$ cat src/rtl/app_mult_err_monitor.sv
// -----------------------------------------------------------------------------
// app_mult_err_monitor
//
// Result-side accuracy monitor for an approximate signed multiplier. It snoops
// the multiplier's en/A/B request bus, waits LAT cycles, samples the
// multiplier's sum and compares it to the exact signed product A*B. Error
// statistics are accumulated in saturating counters.
//
// Ports
//   sys_clk      in   clock, rising edge
//   sys_rst      in   synchronous active-high reset
//   en           in   multiplier enable; a request starts on its 0->1 edge
//   A, B         in   signed operands (same nets as the multiplier's)
//   sum          in   signed approximate product from the multiplier
//   clr          in   synchronous statistics clear
//   done         out  one-cycle pulse after a sample is folded in
//   last_err     out  signed error sum - A*B of the latest sample
//   sample_cnt   out  completed samples
//   err_cnt      out  samples with nonzero error
//   abort_cnt    out  requests dropped because en fell before sampling
//   abs_err_sum  out  sum of |err|
//   max_abs_err  out  largest |err| seen
// -----------------------------------------------------------------------------
module app_mult_err_monitor #(
   parameter int WIDTH1 = 8,
   parameter int WIDTH2 = 8,
   parameter int LAT    = 3,
   parameter int ACC_W  = 32
) (
   input  logic                     sys_clk,
   input  logic                     sys_rst,
   input  logic                     en,
   input  logic [WIDTH1-1:0]        A,
   input  logic [WIDTH2-1:0]        B,
   input  logic [WIDTH1+WIDTH2-1:0] sum,
   input  logic                     clr,
   output logic                     done,
   output logic [WIDTH1+WIDTH2:0]   last_err,
   output logic [ACC_W-1:0]         sample_cnt,
   output logic [ACC_W-1:0]         err_cnt,
   output logic [ACC_W-1:0]         abort_cnt,
   output logic [ACC_W-1:0]         abs_err_sum,
   output logic [WIDTH1+WIDTH2:0]   max_abs_err
);

   localparam int PW = WIDTH1 + WIDTH2;           // product width
   localparam int EW = PW + 1;                    // error width
   localparam int CW = $clog2(LAT + 1);           // wait counter width
   localparam int SW = ((ACC_W > EW) ? ACC_W : EW) + 1;  // overflow-safe adder

   typedef enum logic [1:0] {S_IDLE, S_WAIT, S_UPDATE} state_t;

   state_t                  state_q, state_d;
   logic                    en_d;
   logic                    en_blk;   // en was high during reset; wait for a fall
   logic [CW-1:0]           cnt_q;
   logic signed [WIDTH1-1:0] a_q;
   logic signed [WIDTH2-1:0] b_q;
   logic signed [EW-1:0]    err_q;

   logic                    rise;
   logic                    abort_evt;
   logic                    capture;
   logic                    upd;
   logic signed [PW-1:0]    prod_c;
   logic signed [EW-1:0]    err_c;
   logic [EW-1:0]           abs_c;
   logic [SW-1:0]           asum_wide;
   logic [ACC_W-1:0]        asum_next;

   assign rise      = en & ~en_d & ~en_blk;
   assign abort_evt = (state_q == S_WAIT) & ~en;
   assign capture   = (state_q == S_WAIT) & en & (cnt_q == CW'(1));
   assign upd       = (state_q == S_UPDATE);

   // Both operands sign-extended to full product width, so even
   // -2^(W1-1) * -2^(W2-1) is exact.
   assign prod_c = $signed({{WIDTH2{a_q[WIDTH1-1]}}, a_q}) *
                   $signed({{WIDTH1{b_q[WIDTH2-1]}}, b_q});
   assign err_c  = $signed({sum[PW-1], sum}) - $signed({prod_c[PW-1], prod_c});
   assign abs_c  = err_q[EW-1] ? (~err_q + EW'(1)) : err_q;

   assign asum_wide = SW'(abs_err_sum) + SW'(abs_c);
   assign asum_next = (asum_wide > SW'({ACC_W{1'b1}})) ? {ACC_W{1'b1}}
                                                      : asum_wide[ACC_W-1:0];

   function automatic logic [ACC_W-1:0] sat_inc(input logic [ACC_W-1:0] v);
      return (&v) ? v : v + ACC_W'(1);
   endfunction

   // NOTE: sequential state is written with <= so every register samples the
   // pre-edge values; blocking assignments here would create order races.
   always_ff @(posedge sys_clk) begin
      if (sys_rst) state_q <= S_IDLE;
      else         state_q <= state_d;
   end

   // NOTE: state_d gets its default before the case, so no path leaves it
   // unassigned and no latch is inferred.
   always_comb begin
      state_d = state_q;
      case (state_q)
         S_IDLE:   if (rise) state_d = S_WAIT;
         S_WAIT: begin
            if (!en)         state_d = S_IDLE;
            else if (capture) state_d = S_UPDATE;
         end
         S_UPDATE: state_d = S_IDLE;
         default:  state_d = S_IDLE;
      endcase
      if (clr) state_d = S_IDLE;
   end

   // NOTE: operand and error holding registers carry no reset; they are only
   // read after being loaded by an accepted request.
   always_ff @(posedge sys_clk) begin
      if (state_q == S_IDLE && rise) begin
         a_q <= $signed(A);
         b_q <= $signed(B);
      end
      if (capture) err_q <= err_c;
   end

   always_ff @(posedge sys_clk) begin
      if (sys_rst) begin
         en_d        <= 1'b0;
         en_blk      <= en;
         cnt_q       <= '0;
         done        <= 1'b0;
         last_err    <= '0;
         sample_cnt  <= '0;
         err_cnt     <= '0;
         abort_cnt   <= '0;
         abs_err_sum <= '0;
         max_abs_err <= '0;
      end else begin
         en_d <= en;
         if (!en) en_blk <= 1'b0;
         if (clr) begin
            done        <= 1'b0;
            last_err    <= '0;
            sample_cnt  <= '0;
            err_cnt     <= '0;
            abort_cnt   <= '0;
            abs_err_sum <= '0;
            max_abs_err <= '0;
         end else begin
            done <= upd;
            if (state_q == S_IDLE && rise) cnt_q <= CW'(LAT);
            else if (state_q == S_WAIT && en) cnt_q <= cnt_q - CW'(1);
            if (abort_evt) abort_cnt <= sat_inc(abort_cnt);
            if (upd) begin
               last_err    <= err_q;
               sample_cnt  <= sat_inc(sample_cnt);
               if (err_q != '0) err_cnt <= sat_inc(err_cnt);
               abs_err_sum <= asum_next;
               if (abs_c > max_abs_err) max_abs_err <= abs_c;
            end
         end
      end
   end

endmodule

$ cat config.mk
export PLATFORM = sky130hd
export DESIGN_NAME = app_mult_err_monitor
export DESIGN_NICKNAME = d
export VERILOG_FILES = /design/src/rtl/app_mult_err_monitor.sv
export SDC_FILE = /design/constraint.sdc
export NUM_CORES = 1
export LEC_CHECK = 0
export BUFFER_PORTS_ARGS = -buffer_cell sky130_fd_sc_hd__buf_2
export CORE_ASPECT_RATIO = 2
export CORE_UTILIZATION = 40
export DETAILED_ROUTE_END_ITERATION = 8
export PLACE_DENSITY_LB_ADDON = 0.05
export SLEW_MARGIN = 20
export SYNTH_ARGS = -nofsm -noshare
export SYNTH_HDL_FRONTEND = slang
export SYNTH_SLANG_ARGS = --single-unit
$ cat constraint.sdc
create_clock -name sys_clk -period 6.31 [get_ports sys_clk]
set_input_delay 0.3155 -clock sys_clk [delete_from_list [all_inputs] [get_ports sys_clk]]
set_output_delay 0.3155 -clock sys_clk [all_outputs]
set_load 0.005 [all_outputs]
Yosys cells after proc, flatten, opt, wreduce, memory -nomap -nowiden
Cells that the tools add are included.

Bits in registers: 202. Output and inout port bits: 163. Logic and storage cells: 68.

Bitwise logic cells: 13. Eq/ne operators: 6. Add/sub/neg operators: 7. Muxes and demuxes: 10. Reduce and logical (&&, ||, !) cells: 15. Multiply operators: 1. $lt $le $gt $ge: 2.

Operators by type and width (number): $add A32 B1 Y32 const B (3); $reduce_and A32 Y1 (3); $add A32 B17 Y33 (1); $gt A33 B32 Y1 const B (1); $mux W32 (1); $add A17 B2 Y17 const B (1); $gt A17 B17 Y1 (1); $mux W17 (1); $not A17 Y17 (1); $reduce_bool A17 Y1 (1); $sub A16 B16 Y17 (1); $mul A8 B8 Y16 (1); $mux W2 (5); $reduce_and A2 Y1 (5); $not A1 Y1 (7); $and A1 B1 Y1 (5); $eq A2 B1 Y1 const B (2); $ne A2 B2 Y1 const B (2); $pmux W2 S2 (1); $ne A3 B3 Y1 const B (1); $reduce_and A3 Y1 (1); $eq A2 B2 Y1 const B (1); $logic_and A1 B1 Y1 (2); $logic_not A2 Y1 (1); other kinds (4) (5).

Longest topological paths before layout
Depth in word-level cells: 6. Depth in mapped cells: 19.

Worst setup path before layout
No wires, ideal clock.

Path type: reg2reg. Start: register b_q[0]. End: register err_q[16], data pin. Period minus slack after synthesis: 4.955 ns. Library setup time: 0.260 ns. Setup slack: 1.355 ns. Path buffers: 1. Cell stages (with the launch flop): 18. Data arrival time: 4.695 ns. Path through: edfxtp_1 clkbuf_1 nand2_1 inv_1 fa_1 fa_1 fa_1 fa_1 inv_1 fa_1 ha_1 and3_1 a21oi_1 o21ai_0 o41ai_2 o2111ai_1 a21oi_1 xnor2_1.

Cells in the longest elaborated chain, start to end: 2.

Ends and longest elaborated chain: start, declared (RTL line 58) `logic signed [WIDTH2-1:0] b_q;`; start signal, assigned (RTL line 119) `b_q <= $signed(B);`; $mul A8 B8 Y16 (RTL line 78) `assign prod_c = $signed({{WIDTH2{a_q[WIDTH1-1]}}, a_q}) *`; $sub A16 B16 Y17 (RTL line 80) `assign err_c = $signed({sum[PW-1], sum}) - $signed({prod_c[PW-1], prod_c});`; via err_c[16] (RTL line 66) `logic signed [EW-1:0] err_c;`; end signal, assigned (RTL line 121) `if (capture) err_q <= err_c;`; end, declared (RTL line 59) `logic signed [EW-1:0] err_q;`.

The timed path passes the listed nets, and every way through them passes these cells. A chain may end at the register's enable or synchronous reset.

Worst setup path in the final report
Ends and elaborated chain as after synthesis.

==> flow_summary.ini <==
[run_status]
status = completed

[synth]
yosys_warnings = 0
syn-num-nets = 1601
synth_edf_count = 34
ys_types = 67
async_flop_share_pct = 0
syn_avg_cell_area_um2 = 8.958
yosys_register_bits = 202
synth.cell_area_mm2 = 0.01272
ys_seq_area_share_pct = 34.47
yosys_most_used_dff = dfxtp_1
synthCells = 1420

[floorplanning]
num_rows = 92
die_y_um = 254.2
core_region_area_mm2 = 0.03143
die_x_um = 128.1
num_io_pins = 199
start_util_pct = 40.48
die_area_mm2 = 0.03256

[grt]
grt_remaining_overflow = 0
grt_max_degree = 91
grt_use_total_pct = 20.19
grt_pass1_vias = 10500
grt_antenna_before_repair = 0
grt_pass1_wl_mm = 52.43

[place]
placed_cells_incl_taps = 2000
io_buffer_count = 198
dpl_worst_slack_ns = 0.9592
hpwlAfterDp_mm = 25.61
placed_area_mm2 = 0.01411
place_congestion = 0.8657

[timing]
setup_viol = 0
min_period_ns = 5.355
rsz0062_at_grt = false
fmax_mhz = 186.7
hold_viol_final = 0
slew_viol_final = 0
fin_tns_setup_ns = 0
slew_headroom_pct = 31.81
worstMarginPinSlew_ns = 1.023
min_period_over_period_pct = 84.87
fin_worst_skew_ns = 0.01738
worst_slack_ns = 0.9547

[critical_path]
crit_cells = 16
worstSetupEndpoint = err_q[16]
critical_path.top_delay_family = adder cells
critPathRequiredTime_ns = 6.57
reg2regPathDepth = 16
path_class = reg2reg
crit_start = b_q[0]
crit_slowest_cell = fa_1
r2r_slack_ns = 0.95
path_buf_inv = 2
critPathLaunchType = flip-flop
cp.arrival_ns = 5.62
cpPeakStageDelay_ns = 0.58
reg2reg_to = err_q[16]
endpoint_kind = flip-flop
critPathMaxFanout = 9
crit_path_frequent_cell = fa_1
cp_cell_sequence = nand2_1 -> inv_1 -> fa_1 -> fa_1 -> fa_1 -> fa_1 -> inv_1 -> fa_1 -> ha_1 -> and3_1 -> a21oi_1 -> o21ai_0 -> o41ai_2 -> o2111ai_1 -> a21oi_1 -> xnor2_1
r2r-start = b_q[0]

[cts]
clock-root-buffer = clkbuf_16
clockBufferDepth = 3
h-tree-depth = 1
cts_buffers = 22
clock_latency_ns = 0.53
post_cts_buffers = 0
cts_tree = done
path_clk_slew_ns = 0.06
cts_sinks = 202
postCtsResizedCells = 0
postCtsHoldBufs = 16

[final_layout]
final_cell_mix = 198 x buf_2, 168 x dfxtp_1, 142 x nand2_1, 123 x inv_1, 116 x nor2_1
area_growth_pct = 18.34
final_cell_area_mm2 = 0.01505
nets = 1798
final_cells = 2056
antenna_cells = 0
drive_gt1_share_pct = 16.35
final_common_cell = buf_2

[route]
drc_errors = 0
ant_nets = 0
wirelength_mm = 33.21
num_vias = 10530
vias_per_cell = 5.121
first_pass_iters = 4
avgRoutedWirePerCell_um = 16.15
drt_iter0_drc = 332

[power]
clock_power_share_pct = 30.8
p_sw_share_pct = 33.09
p_switching_uw = 1523
powerDensity_mw_per_mm2 = 305.8
p_comb_share_pct = 37.7
internal_power_uw = 3080
p_seq_share_pct = 31.5
leakage_uw = 0.006252
irDropWorstVdd_mv = 0.2224

[job]
cap_violations = 0

[hold_path]
min_path_type = in2reg
[registers in the layout (all words and copies together), names as in the netlist]
register	cells
err_q	17
err_cnt	32
cnt_q	2
abort_cnt	32
abs_err_sum	32
max_abs_err	17
b_q	8
done	1
state_q	2
en_blk	1
en_d	1
a_q	8
sample_cnt	32
last_err	17
[synthesized netlist by cell type (5+ instances only)]
cell type,instances,share of area [%]
a211oi_1,8,0.47
a21o_1,11,0.65
a21oi_1,80,3.1
a31oi_1,20,0.98
and2_1,29,1.4
and3_1,18,0.89
and4_1,17,1.2
clkbuf_1,42,1.2
dfxtp_1,168,26
edfxtp_1,34,8.0
fa_1,66,10
ha_1,79,7.8
inv_1,123,3.6
nand2_1,142,4.2
nand2b_1,11,0.54
nand3_1,44,1.7
nand4_1,47,2.3
nor2_1,118,3.5
nor2b_1,12,0.59
nor3_1,29,1.1
o2111ai_1,5,0.34
o21a_1,10,0.59
o21ai_0,56,2.2
o21ai_1,8,0.31
o31ai_1,19,1.1
or2_2,6,0.30
or3_1,19,0.93
xnor2_1,65,4.5
xor2_1,69,4.8
[cell type report]
cell class,count,area [um2]
multi-input combinational,1048,7702
timing repair buffer,220,1196
sequential,202,4384
clock inverter,16,220.2
fill,3163,16370
tap,423,529.3
inverter,123,461.7
clock buffer,24,558.0
[power by group through the flow]
stage	logic (uW)	clock network (uW)	registers [uW]
finish	1740	1420	1450
global route	1970	1500	1450
CTS	1760	1460	1450
detailed placement	1750	0	1480
global placement	1720	0	1480
floorplan	1430	0	1470
[cells by family after synthesis]
kind of cell               after synthesis  synth area share (%)
AOI/OAI and AO/OA                      243                 11.87
adders and majority gates              145                 18.16
muxes                                    3                0.2361
xor gates and xnor gates               134                 9.227
and+or+nand+nor                        523                 20.94
DFF                                    202                 34.47
buffers and inverters                  170                 5.095
[worst reg2reg max path: stages, from the launching register on]
cell,delay (ns)
edfxtp_1,0.53
nand2_1,0.22
inv_1,0.08
fa_1,0.51
fa_1,0.58
fa_1,0.44
fa_1,0.54
inv_1,0.05
fa_1,0.45
ha_1,0.38
and3_1,0.19
a21oi_1,0.10
o21ai_0,0.15
o41ai_2,0.39
o2111ai_1,0.21
a21oi_1,0.20
xnor2_1,0.08
[through the flow]
step / total power (uW) / hold WS (ns) / util, %
detailed placement: 3229 / 0.4488 / 44.90
global route: 4925 / 0.03574 / 47.90
global placement: 3202 / 0.4395 / 44.90
floorplan: 2898 / 0.3883 / -
finish: 4603 / 0.03670 / 47.90
CTS: 4671 / 0.009571 / 47.89
[metal layers]
layer | vias up | wire [um] | share of wire, % | GRT usage, %
met2 | 176 | 19110 | 58 | 41.46
met3 | 52 | 1185 | 3.6 | 2.790
li1 | 5270 | - | - | -
met1 | 5031 | 12140 | 37 | 20.09
met4 | 0 | 762 | 2.3 | 6.689
met5 | - | 0 | 0 | 0
[worst min-delay path by stage]
stage / from / end / cells past startpoint
global placement: last_err[0] / last_err[0] / 2
floorplan: sys_rst / cnt_q[0] / 1
detailed placement: last_err[11] / last_err[11] / 2
global route: sys_rst / cnt_q[0] / 2
finish: sys_rst / cnt_q[0] / 2
CTS: sys_rst / cnt_q[0] / 2
Note: power is estimated with default switching activity, not from simulation.
